$ cat src/rtl/dac_stream_pkg.sv
// Shared types and helpers for the DAC sample streamer.
package dac_stream_pkg;

  typedef enum logic [1:0] {
    MODE_DIRECT = 2'd0,
    MODE_PACED  = 2'd1,
    MODE_RAMP   = 2'd2
  } mode_e;

  localparam logic [1:0] CFG_MODE_RSVD = 2'd3;

  // Channel-select width; a single channel still gets a 1-bit select.
  function automatic int unsigned chan_w(input int unsigned nch);
    return (nch > 1) ? $clog2(nch) : 1;
  endfunction

endpackage

$ cat src/rtl/dac_sample_fifo.sv
// Synchronous sample FIFO with flush; a push in the flush cycle lands in the emptied FIFO.
module dac_sample_fifo #(
  parameter int unsigned WIDTH = 11,
  parameter int unsigned DEPTH = 8
) (
  input  logic                     clk,
  input  logic                     rst_n,
  input  logic                     i_push,
  input  logic                     i_pop,
  input  logic                     i_flush,
  input  logic [WIDTH-1:0]         i_wdata,
  output logic [WIDTH-1:0]         o_rdata_c,
  output logic                     o_full_c,
  output logic                     o_empty_c,
  output logic [$clog2(DEPTH):0]   o_level
);

  localparam int unsigned AW = $clog2(DEPTH);
  localparam int unsigned LW = AW + 1;

  logic [WIDTH-1:0] r_mem [DEPTH];
  logic [AW-1:0]    r_wptr;
  logic [AW-1:0]    r_rptr;
  logic [LW-1:0]    r_level;
  logic             w_push;
  logic             w_pop;
  logic [AW-1:0]    w_widx;

  assign o_full_c  = (r_level == LW'(DEPTH));
  assign o_empty_c = (r_level == '0);
  assign w_push    = i_push & (i_flush | ~o_full_c);
  assign w_pop     = i_pop & ~o_empty_c & ~i_flush;
  assign w_widx    = i_flush ? '0 : r_wptr;

  always_ff @(posedge clk or negedge rst_n) begin
    if (!rst_n) begin
      r_wptr  <= '0;
      r_rptr  <= '0;
      r_level <= '0;
    end else if (i_flush) begin
      r_rptr  <= '0;
      r_wptr  <= AW'(w_push);
      r_level <= LW'(w_push);
    end else begin
      if (w_push) r_wptr <= r_wptr + AW'(1);
      if (w_pop)  r_rptr <= r_rptr + AW'(1);
      r_level <= r_level + LW'(w_push) - LW'(w_pop);
    end
  end

  // Storage needs no reset: entries are only read once level covers them.
  always_ff @(posedge clk) begin
    if (w_push) r_mem[w_widx] <= i_wdata;
  end

  assign o_rdata_c = r_mem[r_rptr];
  assign o_level   = r_level;

endmodule

$ cat src/rtl/dac_stream_ctrl.sv
// Paced/direct/ramp sample streamer from the core to NCH DAC input registers.
module dac_stream_ctrl
  import dac_stream_pkg::*;
#(
  parameter int unsigned DATA_W     = 10,
  parameter int unsigned NCH        = 2,
  parameter int unsigned FIFO_DEPTH = 8,
  parameter int unsigned DIV_W      = 8,
  parameter int unsigned RESET_CODE = 512
) (
  input  logic                          CLK,
  input  logic                          reset,
  input  logic                          enable,
  input  logic [1:0]                    cfg_mode,
  input  logic [DIV_W-1:0]              cfg_div,
  input  logic                          wr_valid,
  output logic                          wr_ready,
  input  logic [chan_w(NCH)-1:0]        wr_ch,
  input  logic [DATA_W-1:0]             wr_data,
  output logic [NCH*DATA_W-1:0]         D,
  output logic [$clog2(FIFO_DEPTH):0]   fifo_level,
  output logic                          underrun,
  output logic                          bad_ch,
  input  logic                          clr_flags
);

  localparam int unsigned CW = chan_w(NCH);
  localparam int unsigned LW = $clog2(FIFO_DEPTH) + 1;
  localparam int unsigned FW = CW + DATA_W;

  mode_e             r_mode;
  mode_e             w_mode;
  logic              w_mode_chg;
  logic [DIV_W-1:0]  r_cnt;
  logic [DIV_W-1:0]  w_cnt_nxt;
  logic              w_tick;
  logic              r_wr_ready;
  logic              w_ready_nxt;
  logic              w_accept;
  logic              w_direct_wr;
  logic              w_push;
  logic              w_pop;
  logic              w_ramp_step;
  logic              w_under_set;
  logic              w_bad_set;
  logic [LW-1:0]     w_level;
  logic [LW-1:0]     w_level_nxt;
  logic              w_full_c;
  logic              w_empty_c;
  logic [FW-1:0]     w_head_c;
  logic [CW-1:0]     w_head_ch;
  logic [DATA_W-1:0] w_head_data;
  logic [DATA_W-1:0] r_d [NCH];
  logic              r_underrun;
  logic              r_bad_ch;

  // Mode state register: remembers last cycle's mode to detect changes.
  always_ff @(posedge CLK or negedge reset) begin
    if (!reset) r_mode <= MODE_DIRECT;
    else        r_mode <= w_mode;
  end

  always_comb begin
    w_mode = MODE_DIRECT;
    unique case (cfg_mode)
      2'd1:          w_mode = MODE_PACED;
      2'd2:          w_mode = MODE_RAMP;
      CFG_MODE_RSVD: w_mode = MODE_DIRECT;
      default:       w_mode = MODE_DIRECT;
    endcase
  end

  assign w_mode_chg = (w_mode != r_mode);

  // Sample-rate divider; >= keeps it bounded if cfg_div shrinks mid-count.
  always_comb begin
    w_tick    = 1'b0;
    w_cnt_nxt = r_cnt;
    if (!enable || w_mode_chg) begin
      w_cnt_nxt = '0;
    end else if (r_cnt >= cfg_div) begin
      w_tick    = 1'b1;
      w_cnt_nxt = '0;
    end else begin
      w_cnt_nxt = r_cnt + DIV_W'(1);
    end
  end

  always_ff @(posedge CLK or negedge reset) begin
    if (!reset) r_cnt <= '0;
    else        r_cnt <= w_cnt_nxt;
  end

  assign w_head_ch   = w_head_c[DATA_W +: CW];
  assign w_head_data = w_head_c[DATA_W-1:0];
  assign w_accept    = wr_valid & r_wr_ready;

  // Per-mode actions; the pop/underrun decision uses pre-edge FIFO state.
  always_comb begin
    w_direct_wr = 1'b0;
    w_push      = 1'b0;
    w_pop       = 1'b0;
    w_ramp_step = 1'b0;
    w_under_set = 1'b0;
    unique case (w_mode)
      MODE_DIRECT: w_direct_wr = w_accept;
      MODE_PACED: begin
        w_push      = w_accept & (~w_full_c | w_mode_chg);
        w_pop       = w_tick & ~w_empty_c;
        w_under_set = w_tick & w_empty_c;
      end
      MODE_RAMP:   w_ramp_step = w_tick;
      default:     w_direct_wr = 1'b0;
    endcase
    w_bad_set = (w_direct_wr & (32'(wr_ch) >= NCH)) |
                (w_pop & (32'(w_head_ch) >= NCH));
    w_level_nxt = w_mode_chg ? LW'(w_push)
                             : w_level + LW'(w_push) - LW'(w_pop);
    w_ready_nxt = (w_mode == MODE_DIRECT) |
                  ((w_mode == MODE_PACED) & (w_level_nxt != LW'(FIFO_DEPTH)));
  end

  dac_sample_fifo #(
    .WIDTH (FW),
    .DEPTH (FIFO_DEPTH)
  ) u_fifo (
    .clk       (CLK),
    .rst_n     (reset),
    .i_push    (w_push),
    .i_pop     (w_pop),
    .i_flush   (w_mode_chg),
    .i_wdata   ({wr_ch, wr_data}),
    .o_rdata_c (w_head_c),
    .o_full_c  (w_full_c),
    .o_empty_c (w_empty_c),
    .o_level   (w_level)
  );

  always_ff @(posedge CLK or negedge reset) begin
    if (!reset) begin
      r_wr_ready <= 1'b0;
      r_underrun <= 1'b0;
      r_bad_ch   <= 1'b0;
    end else begin
      r_wr_ready <= w_ready_nxt;
      r_underrun <= w_under_set | (r_underrun & ~clr_flags);
      r_bad_ch   <= w_bad_set | (r_bad_ch & ~clr_flags);
    end
  end

  // Per-channel DAC code registers.
  always_ff @(posedge CLK or negedge reset) begin
    if (!reset) begin
      for (int k = 0; k < NCH; k++) r_d[k] <= DATA_W'(RESET_CODE);
    end else begin
      for (int k = 0; k < NCH; k++) begin
        if (w_ramp_step)
          r_d[k] <= r_d[k] + DATA_W'(1);
        else if (w_direct_wr && (32'(wr_ch) == 32'(k)))
          r_d[k] <= wr_data;
        else if (w_pop && (32'(w_head_ch) == 32'(k)))
          r_d[k] <= w_head_data;
      end
    end
  end

  for (genvar g = 0; g < NCH; g++) begin : g_dout
    assign D[g*DATA_W +: DATA_W] = r_d[g];
  end

  assign wr_ready   = r_wr_ready;
  assign fifo_level = w_level;
  assign underrun   = r_underrun;
  assign bad_ch     = r_bad_ch;

endmodule

$ cat config.mk
export PLATFORM = sky130hd
export DESIGN_NAME = dac_stream_ctrl
export DESIGN_NICKNAME = d
export VERILOG_FILES = /design/src/rtl/dac_stream_pkg.sv /design/src/rtl/dac_sample_fifo.sv /design/src/rtl/dac_stream_ctrl.sv
export SDC_FILE = /design/constraint.sdc
export NUM_CORES = 1
export LEC_CHECK = 0
export ABC_CLOCK_PERIOD_IN_PS = 4200
export BUFFER_PORTS_ARGS = -buffer_cell sky130_fd_sc_hd__buf_4
export CELL_PAD_IN_SITES_DETAIL_PLACEMENT = 1
export CELL_PAD_IN_SITES_GLOBAL_PLACEMENT = 1
export CORE_UTILIZATION = 45
export CTS_CLUSTER_SIZE = 16
export DETAILED_ROUTE_END_ITERATION = 12
export GPL_ROUTABILITY_DRIVEN = 0
export PLACE_DENSITY_LB_ADDON = 0.1
export SLEW_MARGIN = 20
export SYNTH_ARGS = -nofsm -noshare
export SYNTH_HDL_FRONTEND = slang
export SYNTH_SLANG_ARGS = --single-unit
$ cat constraint.sdc
create_clock -name CLK -period 4.2 [get_ports CLK]
set_input_delay 0 -clock CLK [delete_from_list [all_inputs] [get_ports CLK]]
set_output_delay 0 -clock CLK [all_outputs]
set_load 0.005 [all_outputs]
* After elaboration in Yosys (flattened, before gate mapping)
Memories as Yosys holds them, arrays and structs flattened.
Cells that the tools add are included.
Widths: inputs -> output; s select.
** Storage, ports and cells
- Flip-flop bits (word level) :: 43
- Bits in writable memories :: 88
- Bits of input ports :: 26
- Output and inout port bits :: 27
- Word-level logic and storage cells :: 84
- Memories :: 1
** Operators by class
- Add/sub/neg operators :: 9
- $lt $le $gt $ge :: 1
- Equal/unequal tests :: 7
- Multiplexer cells :: 25
- Bitwise logic cells :: 19
- Reduce and logical (&&, ||, !) cells :: 12
** Memories
- u_fifo.r_mem :: depth 8, width 11, rd ports 1, clocked after Yosys merged registers in 0, wr ports 1, line dac_sample_fifo.sv:21 : logic [WIDTH-1:0] r_mem [DEPTH];
** Operator list (count)
- $mux 10 :: 6
- $add 10x1->10 const B :: 2
- $mux 8 :: 2
- $mux 3 :: 5
- $and 1x1->1 :: 10
- $mux 1 :: 9
- $add 4x1->4 :: 2
- $add 8x1->8 const B :: 1
- $ge 8x8->1 :: 1
- $mux 4 :: 2
- $sub 4x1->4 :: 2
- $add 3x1->3 const B :: 2
- $not 1->1 :: 6
- $reduce_bool 3->1 :: 2
- $eq 2x1->1 const B :: 2
- $eq 2x2->1 const B :: 2
- $eq 4x4->1 const B :: 1
- $logic_and 1x1->1 :: 4
- $logic_not 4->1 :: 1
- $ne 4x4->1 const B :: 1
- $pmux 2 s2 :: 1
- $reduce_bool 2->1 :: 2
- $or 1x1->1 :: 3
- $logic_not 2->1 :: 1
- other kinds (3) :: 3

* Longest topological paths before layout
Gate-level depths: netlist of run 1.
- Depth after elaboration :: 12
- Gate-level depth with buffers :: 15
- Gate-level depth less buffers :: 13

* Hierarchy
A second synthesis of run 1 with hierarchy kept.
** Second synthesis, totals
- Cells, all modules :: 485
- Area total of the unflattened synthesis :: 6632.6 um2
** By module, submodules not included
- dac_sample_fifo :: instances 1, cells an instance 204, area an instance 4105.2 um2, sequential area each 2892.8 um2
- dac_stream_ctrl :: instances 1, cells an instance 281, area an instance 2527.4 um2, sequential area each 828.3 um2

* Worst setup path before layout of run 1
Ideal clock, no wire load.
- Kind :: reg2reg
- From :: reg r_cnt[0]
- To :: reg r_wr_ready (netlist: wr_ready)
- Setup time :: 0.118 ns
- Data arrival time :: 3.105 ns
- Data required time :: 4.082 ns
- Path slack :: 0.977 ns
- Cell stages (with the launch flop) :: 15
- Path buffers :: 1
- Clock period less this slack :: 3.223 ns
- Path through :: dfrtp_1 > inv_1 > ha_1 > nand2b_1 > a2111oi_1 > o31ai_2 > and3_1 > clkbuf_1 > xor2_1 > ha_1 > fa_1 > xor2_1 > nor3_1 > nand3_1 > a21o_1
** On the way
- Cells in the longest elaborated chain, start to end :: 10
** RTL lines
- start: declaration :: line dac_stream_ctrl.sv:34 : logic [DIV_W-1:0] r_cnt;
- start signal: assignment :: line dac_stream_ctrl.sv:91 : else r_cnt <= w_cnt_nxt;
- $ge 8x8->1 :: line dac_stream_ctrl.sv:81 : end else if (r_cnt >= cfg_div) begin
- $mux 1 :: line dac_stream_ctrl.sv:81
- $mux 1 :: line dac_stream_ctrl.sv:79 : if (!enable || w_mode_chg) begin
- $and 1x1->1 :: line dac_stream_ctrl.sv:109 : w_pop = w_tick & ~w_empty_c;
- $mux 1 :: line dac_stream_ctrl.sv:105 : unique case (w_mode)
- $sub 4x1->4 :: line dac_stream_ctrl.sv:118 : : w_level + LW'(w_push) - LW'(w_pop);
- $mux 4 :: line dac_stream_ctrl.sv:117 : w_level_nxt = w_mode_chg ? LW'(w_push)
- $ne 4x4->1 :: line dac_stream_ctrl.sv:120 : ((w_mode == MODE_PACED) & (w_level_nxt != LW'(FIFO_DEPTH)));
- $and 1x1->1 :: line dac_stream_ctrl.sv:120
- $or 1x1->1 :: line dac_stream_ctrl.sv:119 : w_ready_nxt = (w_mode == MODE_DIRECT) |
- named net w_ready_nxt :: line dac_stream_ctrl.sv:38 : logic w_ready_nxt;
- end signal: assignment :: line dac_stream_ctrl.sv:145 : r_wr_ready <= w_ready_nxt;
- end: declaration :: line dac_stream_ctrl.sv:37 : logic r_wr_ready;
The timed path passes the listed nets, and every way through them passes these cells.
A chain may end at the register's enable or synchronous reset.

* Final worst setup path of run 1
Same ends and word-level chain as after synthesis.

==> results of run 1 <==
## registers in the layout (all words and copies together), names as in the netlist
name / count
underrun: 1
bad_ch: 1
u_fifo.r_wptr: 3
u_fifo.r_mem: 88
wr_ready: 1
u_fifo.o_level: 4
r_cnt: 8
u_fifo.r_rptr: 3
D: 20
r_mode: 2
## where the power goes
group / switching [mW] / internal, mW
Combinational: 0.181 / 0.205
Clock: 0.571 / 0.758
Sequential: 0.0926 / 1.45
Total: 0.845 / 2.42
## area by class of cell
cell class	instances	area [um^2]	area share, %
clock buffers	17	425	5.52
multi-input cells	309	2520	32.7
clock inverters	14	106	1.38
inverters	18	67.6	0.876
repair buffers	81	646	8.37
flip-flops and latches	131	3720	48.3
well taps	180	225	2.92
## cell usage after synthesis (3+ instances only)
cell       count
a21o_1         3
nand4_1        5
clkbuf_1      11
nand2b_1       4
a22oi_1        6
a22o_1         3
a2bb2oi_1     10
nand2_1       26
a21oi_1       22
a21boi_0       3
a41o_1         3
o21ai_0        7
edfxtp_1      88
a21boi_1       3
ha_1          24
nor3_1         8
mux4_2        20
and2_1         3
mux2_2         6
o22a_1         5
dfrtp_1       41
and3_1         5
mux2i_1       23
buf_4          4
nor2b_1        5
nor2_1        48
buf_6          3
xor2_1        10
xnor2_1        6
inv_1         18
nand3_1       20
## worst min-delay path by stage
stage	from	to	slack, ns	cells after the start
3_3_place_gp	reset	r_cnt[2]	0.04	1
3_5_place_dp	reset	r_cnt[2]	0.06	1
2_1_floorplan	reset	D[0]	-0.30	0
4_1_cts	wr_valid	u_fifo.o_level[0]	0.02	3
5_1_grt	wr_valid	u_fifo.o_level[0]	0.05	3
6_report	enable	r_cnt[1]	0.05	3
## critical path, cell delays in order, from the launching register on
cell and delay (ns):
dfrtp_1 0.41, inv_1 0.07, ha_1 0.27, nand2b_1 0.14, a2111oi_1 0.54, o31ai_2 0.20
and3_1 0.32, xor2_1 0.17, ha_1 0.22, fa_1 0.39, xor2_1 0.18, nor3_1 0.15
nand3_1 0.11, a21o_1 0.18
## repair_timing
action / 4_1_cts / 5_1_grt
hold endpoints to repair: 135 / 0
hold buffers: 15 / 0
endpoints found under the setup margin: 0 / 0
## metrics by stage
| step | power, mW | utilization (%) | instance area, um^2 | setup WS (ns) |
|---|---|---|---|---|
| after floorplan | 1.74 | - | 6430 | 0.977 |
| after global placement | 1.93 | 50.6 | 7030 | 0.885 |
| after detailed placement | 1.95 | 50.6 | 7030 | 0.706 |
| after CTS | 3.30 | 55.6 | 7710 | 0.680 |
| after global routing | 3.40 | 55.6 | 7710 | 0.468 |
| final | 3.26 | 55.6 | 7710 | 0.729 |
## kinds of logic (layout without fill, tap and decap cells)
kind of cell / count (synthesis) / after routing
DFF: 131 / 131
xor gates and xnor gates: 17 / 17
muxes: 51 / 51
buffers and inverters: 39 / 130
and+or+nand+nor: 132 / 132
adders and majority gates: 26 / 26
AOI/OAI and AO/OA: 83 / 83
## layer usage
metal	vias to the layer above	track usage [%]	wire, um
li1	1968	-	-
met3	16	4.14	464
met1	2126	28.5	6710
met2	65	38.1	7650
met4	0	7.87	182
met5	-	0	0
==> summary.md, run 1 <==
| Metric | Value |
|---|---|
| Number of enable flip-flop cells after synthesis | `just under 90` |
| Mapped Area | `6430 um^2` |
| Synth top area share | `about two fifths` |
| Row count | `43` |
| Reg-to-Reg Start | `r_cnt[0]` |
| Register area share after synthesis | `~58%` |
| Post-Layout Cell Count | `750` |
| Crit Path Category | `reg -> reg` |
| Net count after synthesis | `531` |
| I/O Pins | `53` |
| Initial antenna violation count | `0` |
| Final Max Tran Viols | `0` |
| #FFs+latches synth | `between 100 and 150` |
| Largest net degree at the start of global routing | `44` |
| Hpwl dp | `about 10 mm` |
| Fmax achieved | `288 MHz` |
| Net count reported at finish | `approximately 600` |
| RSZ-0062 raised after global routing | `no` |
| Core area | `roughly 14000 um^2` |
| Clock Tree Buf Depth | `2` |
| Vias | `~4200` |
| Full die area | `~15000 um^2` |
| Max-slew headroom | `approximately two fifths` |
| Critical Path End Type | `register` |
| Cell variety after synth | `58` |
| Post-Syn Instances | `~480` |
| Post-CTS Setup Bufs | `0` |
| Worst hold margin | `0.0452 ns` |
| Max_cap viols | `0` |
| R2R setup slack | `0.73 ns` |
| Pre-antenna DRT Iters | `5` |
| N_diodes | `0` |
| Top_reg_cell synth | `edfxtp_1` |
| Critical path launch point | `r_cnt[0]` |
| Grt ovf | `0` |
| Mux contribution to synthesized area | `between 10% and 20%` |
| Area grow syn2layout | `20.0%` |
| Initial Utilization | `between 40% and 50%` |
| Clock skew | `approximately 0.016 ns` |
| Synth Area in Adders | `under 10%` |
| Vert. Die Dim | `122 um` |
| Post-Synth XOR/XNOR Area | `2.43%` |
| CP endpoint | `wr_ready` |
| Status | `finished, final reports clean` |
| Reg-to-Reg End | `wr_ready` |
| Horiz. Die Dim | `approximately 120 um` |
| Cells after DPL | `a little over 700` |
| Post-route DRC | `0` |
| Worst skew pair latency | `0.42 ns` |
| Post-DR vias/cell | `around 5.6` |
| Tcrit/Tclk final | `around 83%` |
| Commonest non-fill, non-tap cells in the layout | `edfxtp_1 (88), buf_4 (66), nor2_1 (48), dfrtp_1 (41), nand2_1 (26)` |
| Hold Crit Class | `in -> reg` |
| Clock-pin slew on the worst setup and hold paths | `~0.060 ns` |
| CP arrival | `3.77 ns` |
| Vias in the first global route | `4526` |
| # port buffers | `52` |
| Clock Sinks | `between 100 and 150` |
| CTS H-tree depth | `4` |
| Final hold violation count | `0` |
| WL final | `around 15 mm` |
| Synth area leaders | `edfxtp_1 (41%), dfrtp_1 (16%), mux4_2 (7.0%), ha_1 (4.7%), mux2i_1 (3.6%)` |
| Total CTS buffers | `17` |
| Setup TNS | `0 ns` |
| Worst r2r path cells | `13` |
| Slew at the pin closest to its max-slew limit | `0.878 ns` |
| Largest family of logic cells by synthesized area | `multiplexers` |
| Ys Warns | `0` |
| Post-synthesis compound-gate area fraction | `about 9.7%` |
| Tmin final | `3.47 ns` |
| Setup violations, final | `0` |
| Layout filler cell count | `1391` |
| Wire per inst | `between 20 and 25 um` |
| Simple-gate portion of the synthesized area | `around 9.7%` |
| 1st-iter DRT viols | `213` |
| DRT antenna net count | `0` |
| CTS tree | `done` |
| First-pass GRT wire length | `24.1 mm` |
| CTS resizes | `0` |
| Worst path required time | `around 4.5 ns` |
| Pwr Density | `423 nW/um^2` |
| P_leak | `2.99 nW` |
| Layout cells sized above 1 | `24.2%` |
| Async SR Flop Fraction | `around a third` |
| Crit path max fanout | `6` |
| Root buffer cell | `clkbuf_16` |
| Syn_area_per_cell | `13.4 um^2` |
| CP Launch Type | `register` |
| Area leader, netlist | `edfxtp_1` |
| GRT Total Usage | `between 20% and 30%` |
| Most common cell after layout, fill and taps aside | `edfxtp_1` |
| Peak supply drop | `approximately 0.32 mV` |
No activity file was read; power rests on OpenSTA's default activity.
==> run 2, diff against run 1 <==
Settings changed: ABC_CLOCK_PERIOD_IN_PS 4200 to 3380.
Clock period 4.2 ns to 3.38 ns, I/O delays scaled along.
==> run 2 against run 1 <==
Flip-flop and latch count did not move. Hold slack got worse by 0.013 ns. Wire length rose by 2.2%. Sequential power rose by 24%. Power rose by 32%.
==> summary.md, run 2 (same netlist as run 1, synthesis figures left out) <==
| Metric | Value |
|---|---|
| Hpwl dp | `10.4 mm` |
| Root buffer cell | `clkbuf_16` |
| Initial antenna violation count | `0` |
| Hold Crit Start | `enable` |
| DRT antenna net count | `0` |
| Int Power | `around 3.2 mW` |
| Crit Path Category | `reg -> reg` |
| Wire per inst | `20.3 um` |
| Final Max Tran Viols | `0` |
| Row count | `43` |
| Max_cap viols | `0` |
| 1st-iter DRT viols | `339` |
| Slew at the pin closest to its max-slew limit | `0.859 ns` |
| Tmin final | `~3.2 ns` |
| Clock Tree Buf Depth | `2` |
| CP Launch Type | `register` |
| Net switching power | `around 1.1 mW` |
| Top reg by flops | `u_fifo.r_mem` |
| Horiz. Die Dim | `~120 um` |
| Largest net degree at the start of global routing | `44` |
| Vert. Die Dim | `122 um` |
| GRT Total Usage | `a little under a quarter` |
| Worst path required time | `3.69 ns` |
| Setup TNS | `0 ns` |
| CP arrival | `~3.5 ns` |
| Switching share of power | `24.8%` |
| Vias in the first global route | `between 4000 and 5000` |
| Reg-to-Reg Start | `r_cnt[0]` |
| Core area | `roughly 14000 um^2` |
| Max FFs per register | `88` |
| CP max stage cell | `dfrtp_1` |
| Net count reported at finish | `616` |
| Full die area | `approximately 15000 um^2` |
| Tcrit/Tclk final | `93.9%` |
| Worst path max stage delay | `between 0.4 and 0.5 ns` |
| Comb pwr share | `between 10% and 20%` |
| I/O Pins | `between 50 and 60` |
| Layout cells sized above 1 | `approximately a quarter` |
| RSZ-0062 raised after global routing | `no` |
| Critical Path End Type | `register` |
| Post-DR vias/cell | `between 5 and 6` |
| Max-slew headroom | `~42%` |
| Total CTS buffers | `17` |
| WL final | `15.3 mm` |
| Most common cell after layout, fill and taps aside | `edfxtp_1` |
| Crit path max fanout | `6` |
| Final hold violation count | `0` |
| Grt ovf | `0` |
| Pre-antenna DRT Iters | `4` |
| First-pass GRT wire length | `24.2 mm` |
| Final core area utilization | `56.5%` |
| Status | `finished, final reports clean` |
| Vias | `4300` |
| Fmax achieved | `between 300 and 400 MHz` |
| CTS tree | `done` |
| Worst skew pair latency | `between 0.4 and 0.5 ns` |
| Ordered cell list for the critical path | `inv_1 -> ha_1 -> nand2b_1 -> a2111oi_4 -> o31ai_2 -> and3_2 -> xor2_1 -> ha_1 -> fa_1 -> xor2_1 -> nor3_1 -> nand3_1 -> a21o_1` |
| Area grow syn2layout | `22.1%` |
| Clock-pin slew on the worst setup and hold paths | `~0.060 ns` |
| Clock Power Share | `43.9%` |
| Post-route DRC | `0` |
| Peak supply drop | `between 0.3 and 0.4 mV` |
| Setup violations, final | `0` |
| Clock skew | `~0.0046 ns` |
| Initial Utilization | `a little under half` |
| P_leak | `between 3 and 4 nW` |
| CTS H-tree depth | `4` |
| Post-CTS Setup Bufs | `0` |
| Commonest non-fill, non-tap cells in the layout | `edfxtp_1 (88), buf_4 (72), nor2_1 (48), dfrtp_1 (41), nand2_1 (26)` |
| Pwr Density | `about 550 nW/um^2` |
| Flop pwr share | `44.7%` |
| # port buffers | `52` |
| Clock Sinks | `~130` |
| Hold Crit Class | `in -> reg` |
| Critical path launch point | `r_cnt[0]` |
| N_diodes | `0` |
## run 2: changes by cell type in the layout (fill, tap and decap cells not counted), moves of 2 or more
cell and change:
buf_4 +6, clkinvlp_4 -2, clkinv_2 -3, clkinv_4 +2
bufinv_16 +3
## run 2: path summary, 6_finish.rpt
kind                            depth (start not counted)  slack, ns       end
worst max-delay path                                   13       0.20  wr_ready
worst min-delay path                                    3       0.03  r_cnt[1]
worst max register to register                         13       0.20  wr_ready
worst min register to register                          1       0.49      D[9]
max in group asynchronous                               2       2.82     D[12]
min in group asynchronous                               2       0.12  r_cnt[4]
## run 2: critical path, delay by kind of cell (launching register included)
family | cells | cell delay (ns)
fa+ha+maj | 3 | 0.88
simple gates | 4 | 0.69
compound gates | 3 | 0.68
flops | 1 | 0.42
xor+xnor | 2 | 0.34
buf+inv | 1 | 0.06
## run 2: cell type report
cell class                      count  area (um^2)
Sequential cell                   131         3720
Multi-Input combinational cell    309         2540
Fill cell                        1387         6030
Timing Repair Buffer               87          691
Clock inverter                     14          176
Tap cell                          180          225
Inverter                           18         67.6
Clock buffer                       18          429
## run 2: repair_timing
item / CTS / global route
endpoints found under the hold margin: 135 / 0
hold buffers: 15 / 0
gates resized for setup: 0 / 3
endpoints found under the setup margin: 0 / 1
## run 2: power groups by stage
stage               Sequential, mW  Combinational (mW)  Clock, mW
global route                  1.94               0.544       1.98
floorplan                     1.93               0.231          0
global placement              1.94               0.458          0
detailed placement            1.95               0.472          0
finish                        1.92               0.489       1.89
CTS                           1.92               0.492       1.91
## run 2: metrics by stage
| stage | hold slack, ns | cell area (um^2) | worst slack (ns) | total power, mW | instances |
|---|---|---|---|---|---|
| detailed placement | 0.0448 | 7070 | 0.0176 | 2.43 | 710 |
| floorplan | -0.296 | 6430 | 0.157 | 2.16 | 479 |
| global placement | 0.0452 | 7070 | 0.174 | 2.40 | 710 |
| global route | 0.0528 | 7850 | 0.00753 | 4.46 | 757 |
| CTS | 0.0229 | 7830 | 0.000176 | 4.33 | 757 |
| finish | 0.0320 | 7850 | 0.205 | 4.30 | 757 |
## run 2: metal layers
metal	wire, um	track usage [%]	vias to the layer above
met5	0	0	-
met4	183	6.79	0
met3	532	5.22	16
met2	7770	37.9	98
met1	6850	29.2	2203
li1	-	-	1983
==> run 3, diff against run 2 <==
Settings changed: CORE_UTILIZATION 45 to 40.
==> run 3 against run 2 <==
Die area grew 12%. Register-to-register slack about the same. Non-clock buffer count is 1 lower. Combinational power about the same. Clock power is essentially flat. Fmax grew 0.17%. Wire length rose by 0.57%. Setup slack better by 0.0054 ns. Hold slack got worse by 0.0034 ns. Final area up 0.38%. Critical path type unchanged. Critical endpoint unchanged. Highest routed layer unchanged.
==> summary.md, run 3 (same netlist as run 1, synthesis figures left out) <==
| Metric | Value |
|---|---|
| Status | `finished, final reports clean` |
| CTS H-tree depth | `4` |
| Layout cells sized above 1 | `between 20 and 25%` |
| Commonest non-fill, non-tap cells in the layout | `edfxtp_1 (88), buf_4 (71), nor2_1 (48), dfrtp_1 (41), nand2_1 (26)` |
| Hold Crit Class | `in -> reg` |
| P_leak | `approximately 3.1 nW` |
| Critical Path End Type | `register` |
| R2R setup slack | `between 0.2 and 0.25 ns` |
| Hold Crit Start | `enable` |
| I/O Pins | `53` |
| Clock Tree Buf Depth | `2` |
| DRT antenna net count | `0` |
| Layout filler cell count | `1588` |
| Clock-pin slew on the worst setup and hold paths | `0.06 ns` |
| Worst r2r path cells | `13` |
| Vias in the first global route | `4398` |
| Final hold violation count | `0` |
| Hold path cells | `3` |
| Initial antenna violation count | `0` |
| Max FFs per register | `between 80 and 90` |
| Post-route DRC | `0` |
| Vias | `between 4000 and 5000` |
| Reg-to-Reg End | `wr_ready` |
| Full die area | `16600 um^2` |
| Setup violations, final | `0` |
| Horiz. Die Dim | `~130 um` |
| Net count reported at finish | `between 600 and 700` |
| Largest net degree at the start of global routing | `44` |
| GRT Total Usage | `between 20% and 30%` |
| Hpwl dp | `approximately 10 mm` |
| Initial Utilization | `about two fifths` |
| Final Max Tran Viols | `0` |
| Wire per inst | `19.6 um` |
| Total CTS buffers | `17` |
| Root buffer cell | `clkbuf_16` |
| Worst skew pair latency | `roughly 0.42 ns` |
| Crit Path Category | `reg -> reg` |
| RSZ-0062 raised after global routing | `no` |
| Reg-to-Reg Start | `r_cnt[0]` |
| Row count | `between 40 and 50` |
| Clock skew | `about 0.0093 ns` |
| # port buffers | `52` |
| CP arrival | `3.48 ns` |
| Vert. Die Dim | `around 130 um` |
| Crit path max fanout | `6` |
| Cell area after layout | `roughly 7900 um^2` |
| WL final | `between 15 and 20 mm` |
| Worst Hold Path EP | `r_cnt[1]` |
| Tcrit/Tclk final | `a little over nine tenths` |
| N_diodes | `0` |
| 1st-iter DRT viols | `202` |
| Post-CTS Setup Bufs | `0` |
| First-pass GRT wire length | `approximately 25 mm` |
| Max-slew headroom | `38.8%` |
| Post-DR vias/cell | `about 5.4` |
| Most common cell after layout, fill and taps aside | `edfxtp_1` |
| Pwr Density | `approximately 550 nW/um^2` |
| Placed inst area | `between 7000 and 8000 um^2` |
| Area grow syn2layout | `22.6%` |
| CTS tree | `done` |
| Max_cap viols | `0` |
| Core area | `15400 um^2` |
| Top reg by flops | `u_fifo.r_mem` |
| Multi-input logic area | `around 2500 um^2` |
| Worst path required time | `approximately 3.7 ns` |
| Tmin final | `roughly 3.2 ns` |
| Peak supply drop | `0.346 mV` |
| Clock Sinks | `around 130` |
| CP Launch Type | `register` |
| Grt ovf | `0` |
| Pre-antenna DRT Iters | `6` |
| Fmax achieved | `between 300 and 400 MHz` |
| Setup TNS | `0 ns` |
| Register area | `about 3700 um^2` |
| Slew at the pin closest to its max-slew limit | `between 0.9 and 1 ns` |
## run 3: cell count changes in the layout (fill, tap and decap cells not counted), sizes merged
cell / before / now
buf: 72 / 71
## run 3: final cells by class
class,instances,area share [%]
sequential,131,47.2
multi-input combinational,309,32.2
timing repair buffer,86,8.67
clock buffer,18,5.45
tap,211,3.35
clock inverter,14,2.24
inverter,18,0.858
## run 3: through the flow
stage / cells / hold slack (ns) / utilization [%] / setup slack (ns) / total power, mW
after global routing: 787 / 0.0350 / 51.1 / 0.00746 / 4.48
after CTS: 787 / 0.00941 / 51.0 / 0.0301 / 4.35
final: 787 / 0.0285 / 51.1 / 0.210 / 4.30
after floorplan: 479 / -0.296 / - / 0.157 / 2.16
after detailed placement: 740 / 0.0513 / 46.1 / 0.0491 / 2.43
after global placement: 740 / 0.0455 / 46.1 / 0.143 / 2.41
## run 3: critical path, stage by stage (launching register included)
cell and delay [ns]:
dfrtp_1 0.40, inv_1 0.06, ha_1 0.26, nand2b_1 0.18, a2111oi_4 0.39, o31ai_2 0.10
and3_1 0.28, xor2_1 0.18, ha_1 0.23, fa_1 0.38, xor2_1 0.17, nor3_1 0.15
nand3_1 0.11, a21o_1 0.18
## run 3: what timing repair did
item	4_1_cts	5_1_grt
endpoints found under the hold margin	135	0
resized for setup	0	2
hold buffers	15	0
setup endpoints to repair	0	2
## run 3: metal layers
metal / track usage (%) / share of wire, % / routed length [um]
met5: 0 / 0 / 0
met2: 32.8 / 49 / 7490
met1: 27.0 / 47 / 7290
met4: 7.82 / 1.7 / 261
met3: 3.74 / 2.5 / 384
## run 3: power breakdown
group,switching (mW),internal (mW),leakage (nW)
logic,0.229,0.259,1.43
clock network,0.716,1.17,0.293
registers,0.118,1.81,1.33
total,1.06,3.23,3.05
## run 3: worst max-delay path by stage
stage | from | endpoint | slack, ns
2_1_floorplan | r_cnt[0] | wr_ready | 0.16
3_3_place_gp | r_cnt[0] | wr_ready | 0.14
3_5_place_dp | r_cnt[0] | wr_ready | 0.05
4_1_cts | r_cnt[0] | wr_ready | 0.03
5_1_grt | r_cnt[0] | wr_ready | 0.007
6_report | r_cnt[0] | wr_ready | 0.21
